[config.mk]
export PLATFORM = sky130hd
export DESIGN_NAME = decode_stage
export DESIGN_NICKNAME = d
export VERILOG_FILES = /design/src/rtl/decode_pkg.sv /design/src/rtl/decode_logic.sv /design/src/rtl/decode_stage.sv
export SDC_FILE = /design/constraint.sdc
export NUM_CORES = 1
export LEC_CHECK = 0
export CORE_UTILIZATION = 42
export CTS_CLUSTER_SIZE = 28
export DETAILED_ROUTE_END_ITERATION = 12
export PLACE_DENSITY = 0.86
export SLEW_MARGIN = 0
export SYNTH_ARGS = -nofsm -noshare
export SYNTH_HDL_FRONTEND = slang
export SYNTH_SLANG_ARGS = --single-unit
[constraint.sdc]
create_clock -name clk -period 2.7 [get_ports clk]
set_input_delay 0.54 -clock clk [delete_from_list [all_inputs] [get_ports clk]]
set_output_delay 0.54 -clock clk [all_outputs]
set_load 0.005 [all_outputs]
[src/rtl/decode_pkg.sv]
// decode_pkg
// Shared definitions for the RV32I decode stage: major opcodes, immediate
// select codes understood by the immediate generator, FSM state type and the
// decoded-control bundle carried in the pipeline register.
package decode_pkg;

  localparam logic [6:0] OPC_LUI      = 7'b0110111;
  localparam logic [6:0] OPC_AUIPC    = 7'b0010111;
  localparam logic [6:0] OPC_JAL      = 7'b1101111;
  localparam logic [6:0] OPC_JALR     = 7'b1100111;
  localparam logic [6:0] OPC_BRANCH   = 7'b1100011;
  localparam logic [6:0] OPC_LOAD     = 7'b0000011;
  localparam logic [6:0] OPC_STORE    = 7'b0100011;
  localparam logic [6:0] OPC_OP_IMM   = 7'b0010011;
  localparam logic [6:0] OPC_OP       = 7'b0110011;
  localparam logic [6:0] OPC_MISC_MEM = 7'b0001111;
  localparam logic [6:0] OPC_SYSTEM   = 7'b1110011;

  localparam logic [3:0] IMM_SEL_I    = 4'd0;
  localparam logic [3:0] IMM_SEL_S    = 4'd1;
  localparam logic [3:0] IMM_SEL_B    = 4'd2;
  localparam logic [3:0] IMM_SEL_J    = 4'd3;
  localparam logic [3:0] IMM_SEL_U    = 4'd4;
  localparam logic [3:0] IMM_SEL_NONE = 4'd15;

  typedef enum logic [0:0] {
    ST_RUN  = 1'b0,
    ST_TRAP = 1'b1
  } state_t;

  typedef struct packed {
    logic [3:0] imm_select;
    logic       reg_write;
    logic       mem_read;
    logic       mem_write;
    logic       branch;
    logic       jump;
  } ctrl_t;

  localparam ctrl_t CTRL_NONE = '{imm_select: IMM_SEL_NONE, default: 1'b0};

endpackage

[src/rtl/decode_logic.sv]
// decode_logic
// Purely combinational opcode decoder. Maps the major opcode and funct3 of an
// RV32I instruction to the control bundle and an illegal-instruction flag.
// Ports:
//   i_opcode  instruction[6:0]
//   i_funct3  instruction[14:12]
//   o_ctrl    decoded immediate select and control flags
//   o_illegal instruction is not a supported RV32I encoding
module decode_logic
  import decode_pkg::*;
(
  input  logic [6:0] i_opcode,
  input  logic [2:0] i_funct3,
  output ctrl_t      o_ctrl,
  output logic       o_illegal
);

  // Known opcodes with a reserved funct3 keep their opcode's decode; only the
  // illegal flag is raised, so the trap handler still sees a sensible bundle.
  always_comb begin
    o_ctrl    = CTRL_NONE;
    o_illegal = 1'b0;
    case (i_opcode)
      OPC_LUI, OPC_AUIPC: begin
        o_ctrl.imm_select = IMM_SEL_U;
        o_ctrl.reg_write  = 1'b1;
      end
      OPC_JAL: begin
        o_ctrl.imm_select = IMM_SEL_J;
        o_ctrl.reg_write  = 1'b1;
        o_ctrl.jump       = 1'b1;
      end
      OPC_JALR: begin
        o_ctrl.imm_select = IMM_SEL_I;
        o_ctrl.reg_write  = 1'b1;
        o_ctrl.jump       = 1'b1;
        o_illegal         = (i_funct3 != 3'd0);
      end
      OPC_BRANCH: begin
        o_ctrl.imm_select = IMM_SEL_B;
        o_ctrl.branch     = 1'b1;
        o_illegal         = (i_funct3 == 3'd2) || (i_funct3 == 3'd3);
      end
      OPC_LOAD: begin
        o_ctrl.imm_select = IMM_SEL_I;
        o_ctrl.reg_write  = 1'b1;
        o_ctrl.mem_read   = 1'b1;
        o_illegal         = (i_funct3 == 3'd3) || (i_funct3 == 3'd6) ||
                            (i_funct3 == 3'd7);
      end
      OPC_STORE: begin
        o_ctrl.imm_select = IMM_SEL_S;
        o_ctrl.mem_write  = 1'b1;
        o_illegal         = (i_funct3 > 3'd2);
      end
      OPC_OP_IMM: begin
        o_ctrl.imm_select = IMM_SEL_I;
        o_ctrl.reg_write  = 1'b1;
      end
      OPC_OP: begin
        o_ctrl.reg_write  = 1'b1;
      end
      OPC_MISC_MEM, OPC_SYSTEM: begin
        o_ctrl.imm_select = IMM_SEL_I;
      end
      default: begin
        o_illegal = 1'b1;
      end
    endcase
  end

endmodule

[src/rtl/decode_stage.sv]
// decode_stage
// Registered RV32I decode stage with a single-entry output register,
// valid/ready handshake on both sides, flush and illegal-instruction trap.
// Optional macro DECODE_PERF_CNT_EN adds decoded/stall/flush counters.
// Ports:
//   clk, reset                  clock, synchronous active-high reset
//   in_valid/in_ready           fetch handshake; in_instruction, in_pc payload
//   flush                       squash held entry and same-cycle input
//   out_valid/out_ready         downstream handshake
//   out_instruction, out_pc     registered payload
//   imm_select, rs1, rs2, rd    decoded fields
//   reg_write .. jump, illegal  decoded control flags
//   trap_ack                    trap handler has taken the illegal entry
//   decoded_count, stall_count, flush_count  (DECODE_PERF_CNT_EN only)
//
// state   | meaning
// ST_RUN  | normal decode, accepts when the output register is free
// ST_TRAP | illegal entry consumed; stage blocked until trap_ack or flush
module decode_stage
  import decode_pkg::*;
#(
  parameter int PC_WIDTH  = 32,
  parameter int CNT_WIDTH = 32
) (
  input  logic                clk,
  input  logic                reset,
  input  logic                in_valid,
  output logic                in_ready,
  input  logic [31:0]         in_instruction,
  input  logic [PC_WIDTH-1:0] in_pc,
  input  logic                flush,
  output logic                out_valid,
  input  logic                out_ready,
  output logic [31:0]         out_instruction,
  output logic [PC_WIDTH-1:0] out_pc,
  output logic [3:0]          imm_select,
  output logic [4:0]          rs1,
  output logic [4:0]          rs2,
  output logic [4:0]          rd,
  output logic                reg_write,
  output logic                mem_read,
  output logic                mem_write,
  output logic                branch,
  output logic                jump,
  output logic                illegal,
  input  logic                trap_ack
`ifdef DECODE_PERF_CNT_EN
  ,
  output logic [CNT_WIDTH-1:0] decoded_count,
  output logic [CNT_WIDTH-1:0] stall_count,
  output logic [CNT_WIDTH-1:0] flush_count
`endif
);

  state_t              r_state;
  logic                r_out_valid;
  logic                r_illegal;
  logic [31:0]         r_instr;
  logic [PC_WIDTH-1:0] r_pc;
  ctrl_t               r_ctrl;

  ctrl_t w_ctrl;
  logic  w_illegal;
  logic  w_accept;
  logic  w_consume;

  decode_logic u_decode_logic (
    .i_opcode  (in_instruction[6:0]),
    .i_funct3  (in_instruction[14:12]),
    .o_ctrl    (w_ctrl),
    .o_illegal (w_illegal)
  );

  assign in_ready  = (r_state == ST_RUN) && (!r_out_valid || out_ready);
  assign w_accept  = in_valid && in_ready && !flush;
  assign w_consume = r_out_valid && out_ready;

  always_ff @(posedge clk) begin
    if (reset) begin
      r_state     <= ST_RUN;
      r_out_valid <= 1'b0;
      r_illegal   <= 1'b0;
      r_instr     <= '0;
      r_pc        <= '0;
      r_ctrl      <= CTRL_NONE;
    end else if (flush) begin
      // Flush wins over consume: an illegal entry flushed in the same cycle
      // it is consumed never raises a trap.
      r_state     <= ST_RUN;
      r_out_valid <= 1'b0;
      r_illegal   <= 1'b0;
    end else begin
      case (r_state)
        ST_RUN: begin
          if (w_consume && r_illegal) begin
            // Anything fetched behind the illegal instruction is younger than
            // the trap and is discarded; the handler redirects fetch.
            r_state     <= ST_TRAP;
            r_out_valid <= 1'b0;
            r_illegal   <= 1'b0;
          end else if (w_accept) begin
            r_out_valid <= 1'b1;
            r_illegal   <= w_illegal;
            r_instr     <= in_instruction;
            r_pc        <= in_pc;
            r_ctrl      <= w_ctrl;
          end else if (w_consume) begin
            r_out_valid <= 1'b0;
          end
        end
        ST_TRAP: begin
          if (trap_ack) begin
            r_state <= ST_RUN;
          end
        end
        default: begin
          r_state <= ST_RUN;
        end
      endcase
    end
  end

  assign out_valid       = r_out_valid;
  assign illegal         = r_illegal;
  assign out_instruction = r_instr;
  assign out_pc          = r_pc;
  assign imm_select      = r_ctrl.imm_select;
  assign reg_write       = r_ctrl.reg_write;
  assign mem_read        = r_ctrl.mem_read;
  assign mem_write       = r_ctrl.mem_write;
  assign branch          = r_ctrl.branch;
  assign jump            = r_ctrl.jump;
  assign rs1             = r_instr[19:15];
  assign rs2             = r_instr[24:20];
  assign rd              = r_instr[11:7];

`ifdef DECODE_PERF_CNT_EN
  logic [CNT_WIDTH-1:0] r_decoded_cnt;
  logic [CNT_WIDTH-1:0] r_stall_cnt;
  logic [CNT_WIDTH-1:0] r_flush_cnt;

  always_ff @(posedge clk) begin
    if (reset) begin
      r_decoded_cnt <= '0;
      r_stall_cnt   <= '0;
      r_flush_cnt   <= '0;
    end else begin
      if (w_accept) begin
        r_decoded_cnt <= r_decoded_cnt + 1'b1;
      end
      if (in_valid && !in_ready && !flush) begin
        r_stall_cnt <= r_stall_cnt + 1'b1;
      end
      if (flush) begin
        r_flush_cnt <= r_flush_cnt + 1'b1;
      end
    end
  end

  assign decoded_count = r_decoded_cnt;
  assign stall_count   = r_stall_cnt;
  assign flush_count   = r_flush_cnt;
`endif

endmodule

### Word level (Yosys, flattened, before mapping)

Index checks and enable logic that the tools add are counted.

| word-level totals | value |
|---|---|
| output and inout port bits | 91 |
| flip-flop bits (word level) | 76 |
| word-level logic and storage cells | 68 |
| input bits | 70 |

| operators by class | value |
|---|---|
| bitwise gates (word level) | 3 |
| order comparisons | 1 |
| multiplexer cells | 15 |
| reduce and logical (&&, ||, !) cells | 23 |
| eq/ne operators | 15 |

Operator list:

| kind | count |
|---|---|
| 7-bit == test, second input constant | 4 |
| 7-bit by 6-bit == test with 1-bit output, second input constant | 3 |
| 4-bit case mux with 5 select lines | 1 |
| 7-bit by 5-bit == test with 1-bit output, second input constant | 2 |
| 7-bit OR reduction | 2 |
| 1-bit two-way mux | 12 |
| 7-bit by 2-bit == test with 1-bit output, second input constant | 1 |
| 7-bit by 4-bit == test with 1-bit output, second input constant | 1 |
| 3-bit by 2-bit == test with 1-bit output, second input constant | 2 |
| 3-bit == test, second input constant | 2 |
| 3-bit nonzero test | 2 |
| 2-bit OR reduction | 3 |
| 1-bit logical AND | 5 |
| 1-bit case mux with 5 select lines | 1 |
| 5-bit OR reduction | 1 |
| 1-bit logical OR | 4 |
| 2-bit AND reduction | 2 |
| 4-bit AND reduction | 1 |
| 3-bit by 2-bit greater-than comparator with 1-bit output, second input constant | 1 |
| 1-bit NOT | 3 |
| 1-bit zero test | 2 |
| 1-bit case mux with 2 select lines | 1 |
| 2-bit nonzero test | 1 |

### Logic depth before layout (Yosys ltp)

| logic depth | value |
|---|---|
| depth in word-level cells | 7 |
| depth in mapped cells | 6 |

### By module

A second synthesis with hierarchy kept.

| second synthesis, totals | value |
|---|---|
| cells, all modules | 413 |
| area, all modules | 3,886.2 µm² |

Modules (own cells, without submodules):

| module | times used | area each (µm²) | seq. area each (µm²) | cells each |
|---|---|---|---|---|
| decode_stage | 1 | 3,520.9 | 1,521.5 | 349 |
| decode_logic | 1 | 365.4 | 0.0 | 64 |

### Worst setup path before layout

Ideal clock, no wire load.

| timing | value |
|---|---|
| path kind | in2reg |
| start point | in in_instruction[6] |
| end point | reg r_ctrl, in the netlist imm_select[1] |
| buffers on the path | 1 |
| setup time | 122 ps |
| stages on the path | 6 |
| arrival | 1,662 ps |
| setup slack | 916 ps |
| path through | buf_2 inv_2 maj3_1 nor3b_2 o31ai_2 a221o_1 |

| on the way | value |
|---|---|
| longest elaborated chain between the ends | 3 |
| elaborated cells between the ends (all ways) | 13 |
| classes of those cells | 10 x eq/ne; 1 x mux; 2 x reduce/logical |

RTL lines:

| what | RTL line | RTL |
|---|---|---|
| start, declared | decode_stage.sv:29 | `input logic [31:0] in_instruction,` |
| 7-bit == test, or another cell as far along | decode_logic.sv:23 | `case (i_opcode)` |
| 5-bit OR reduction (no line) or 2-bit OR reduction (tied branches) | - |  |
| 4-bit case mux with 5 select lines (*) | decode_logic.sv:23 |  |
| end signal, assigned | decode_stage.sv:106 | `r_ctrl <= w_ctrl;` |
| end, declared | decode_stage.sv:60 | `ctrl_t r_ctrl;` |

Every way passes the cells marked *; elsewhere a longest branch is shown, timed or not.
A chain may end at the register's enable or synchronous reset.

### Worst setup path after layout

| timing | value |
|---|---|
| start point | in out_ready |
| end point | out in_ready |

| on the way | value |
|---|---|
| longest elaborated chain between the ends | 2 |

RTL lines:

| what | RTL line | RTL |
|---|---|---|
| start, declared | decode_stage.sv:33 | `input logic out_ready,` |
| 1-bit logical OR | decode_stage.sv:74 | `assign in_ready = (r_state == ST_RUN) && (!r_out_valid \|\| out_ready);` |
| 1-bit logical AND | decode_stage.sv:74 |  |
| end, declared | decode_stage.sv:28 | `output logic in_ready,` |

No other way between the ends.

==> flow_summary.toml <==
[run_status]
outcome = "finished, final reports clean"

[setup_path]
start_kind = "primary input"
required_ps = 2160
arrival_ps = 1800
slowest_stage = "clkdlybuf4s50_1"
path_class = "primary input to output port"
cpPeakStageDelay_ps = 530
crit_chain = "clkdlybuf4s50_1, inv_1, a21oi_1, clkdlybuf4s50_1"
r2r.worst_path.cells = 5
cp-end-kind = "output port"
critical_path_peak_fanout = 3
worst_path_most_repeated_cell = "clkdlybuf4s50_1"

[floorplan]
die_w_um = 87.8
die_h_um = 87.8
core_region_area_mm2 = 0.00694
ios = 161
rows = 30
dieArea_mm2 = 0.00770
initial_core_util_pct = 44.5

[cells_and_area]
diodes = 0
syn2layout_area_growth_pct = 54.4
finish.instance_area_mm2 = 0.00477
drive_above_1_share_pct = 6.06
fin_nets = 595
final_util_pct = 68.7

[global_route]
antenna_found_initial = 0
gr-total-overflow = 0
track_usage_pct = 21.7
grt_pass1_wl_um = 13000
grt_pass1_vias = 2804
grt_max_degree = 54

[cts]
cts_inserted_buffers = 9
cts_resized = 0
cts_buffer_depth = 2
clk_latency_ps = 330
cts.reportedPaths.clkPinSlew_ps = 70
cts_hold_buf = 0
htreeDepth = 3
clkSinkCount = 76
post_cts.repair.setup_buffers = 0
clockRootBuffer = "clkbuf_8"
cts_tree = "yes"

[drt]
routed_wl_um = 8570
vias = 3126
first_pass_iters = 4
wl_per_cell_um = 13.7
vias_per_cell = 5.01
ant_nets = 0
first_iter_violations = 186
drc = 0

[synth]
netlist_instances = 389
synth-seq-cells = 76
ys_warn_count = 0
synthArstFlopShare_pct = 0
synth-main-ff-cell = "dfxtp_1"
yosysTopAreaCell = "dfxtp_1"
synth_top_cell_area_share_pct = 49.3
yosysSeqAreaShare_pct = 49.3
synth_area_leaders = "dfxtp_1 49%, nand2_1 16%, a21oi_1 12%"
syn_area_mm2 = 0.00309
synth_cell_types = 45
synth_edf_count = 0
synth_nets = 459
yosysMostFrequentCell = "nand2_1"
synthTopCellsByCount = "133 x nand2_1, 76 x dfxtp_1, 73 x a21oi_1, 16 x buf_4, 13 x clkbuf_1"
synth.avg_cell_area_um2 = 7.94

[min_path]
min_path_type = "register to register"
hold_depth = 2

[pwr]
irDropWorstVdd_uv = 259
p_total_mw = 2.32
p_leak_nw = 1.68
powerDensity_mw_per_mm2 = 486

[timing]
maxSlewViolCount = 0
hold_slack_ps = 447
setup_viol = 0
hold_viol_final = 0
grt_setup_unrepaired = "no"
maxSlewHeadroom_pct = 63.6
finalCriticalPeriod_ps = 2340
fmax_mhz = 428
finalCritPeriodShare_pct = 86.6
fin_tns_setup_ps = 0
worst_pin_slew_ps = 546
finalClockSkew_ps = 6.98

[place]
place.gp.congestion = 0.821
postPlaceCellArea_mm2 = 0.00461
dp_hpwl_um = 6260
port_buffers = 160

[run]
maxCapViolCount = 0
sequential cells by signal, indices dropped and copies added (netlist names):
name	count
branch	1
illegal	1
imm_select	4
jump	1
mem_read	1
mem_write	1
out_instruction	32
out_pc	32
out_valid	1
r_state	1
reg_write	1
worst paths after layout:
| path | slack [ps] | startpoint | endpoint |
|---|---|---|---|
| max | 360 | out_ready | in_ready |
| min | 450 | mem_read | mem_read |
| max reg2reg | 890 | illegal | illegal |
| min reg2reg | 450 | mem_read | mem_read |
cells by family (layout without fill, tap and decap cells):
logic type	count (synthesis)	in the layout	synth area share [%]
simple gates	163	163	22.2
compound gates	99	99	18.4
flops	76	76	49.3
buf+inv	47	186	8.75
mux	2	2	0.729
fa+ha+maj	1	1	0.324
xor+xnor	1	1	0.284
power by group:
group | leakage [nW] | switching [mW] | internal, mW | total, mW
registers | 0.621 | 0.0274 | 1.17 | 1.20
clock network | 0.0783 | 0.372 | 0.348 | 0.720
logic | 0.983 | 0.164 | 0.236 | 0.400
critical path: cells and delay by family:
family	cells	cell delay [ps]
buffers and inverters	3	1120
AOI/OAI and AO/OA	1	150
cell type report:
class / count / area [um2]
well taps: 96 / 120
clock buffers: 12 / 145
multi-input cells: 266 / 1300
repair buffers: 168 / 1660
inverters: 4 / 15.0
flip-flops and latches: 76 / 1520
clock inverters: 2 / 12.5
fillers: 566 / 2170
metal layers:
layer | track usage [%] | part of all wire [%] | vias up
li1 | - | - | 1547
met1 | 26.0 | 42 | 1429
met2 | 36.6 | 49 | 125
met3 | 4.52 | 6.1 | 25
met4 | 11.6 | 3.1 | 0
met5 | 0 | 0 | -
layout by cell type, fill, tap and decap left out, drive strengths merged, types with 4 or more instances in the layout:
master	synthesis	layout
a211oi	4	4
buf	30	9
nor2	5	5
nor4	4	4
a21oi	73	73
nand2	133	133
clkbuf	13	12
dfxtp	76	76
inv	4	4
clkdlybuf4s50	0	159
o21ai	8	8
metrics by stage:
stage	instances	worst slack [ps]
3_5_place_dp	610	202
5_1_grt	624	304
6_report	624	362
3_3_place_gp	610	326
2_1_floorplan	389	916
4_1_cts	624	366
Power figures use the tool's default switching activity.
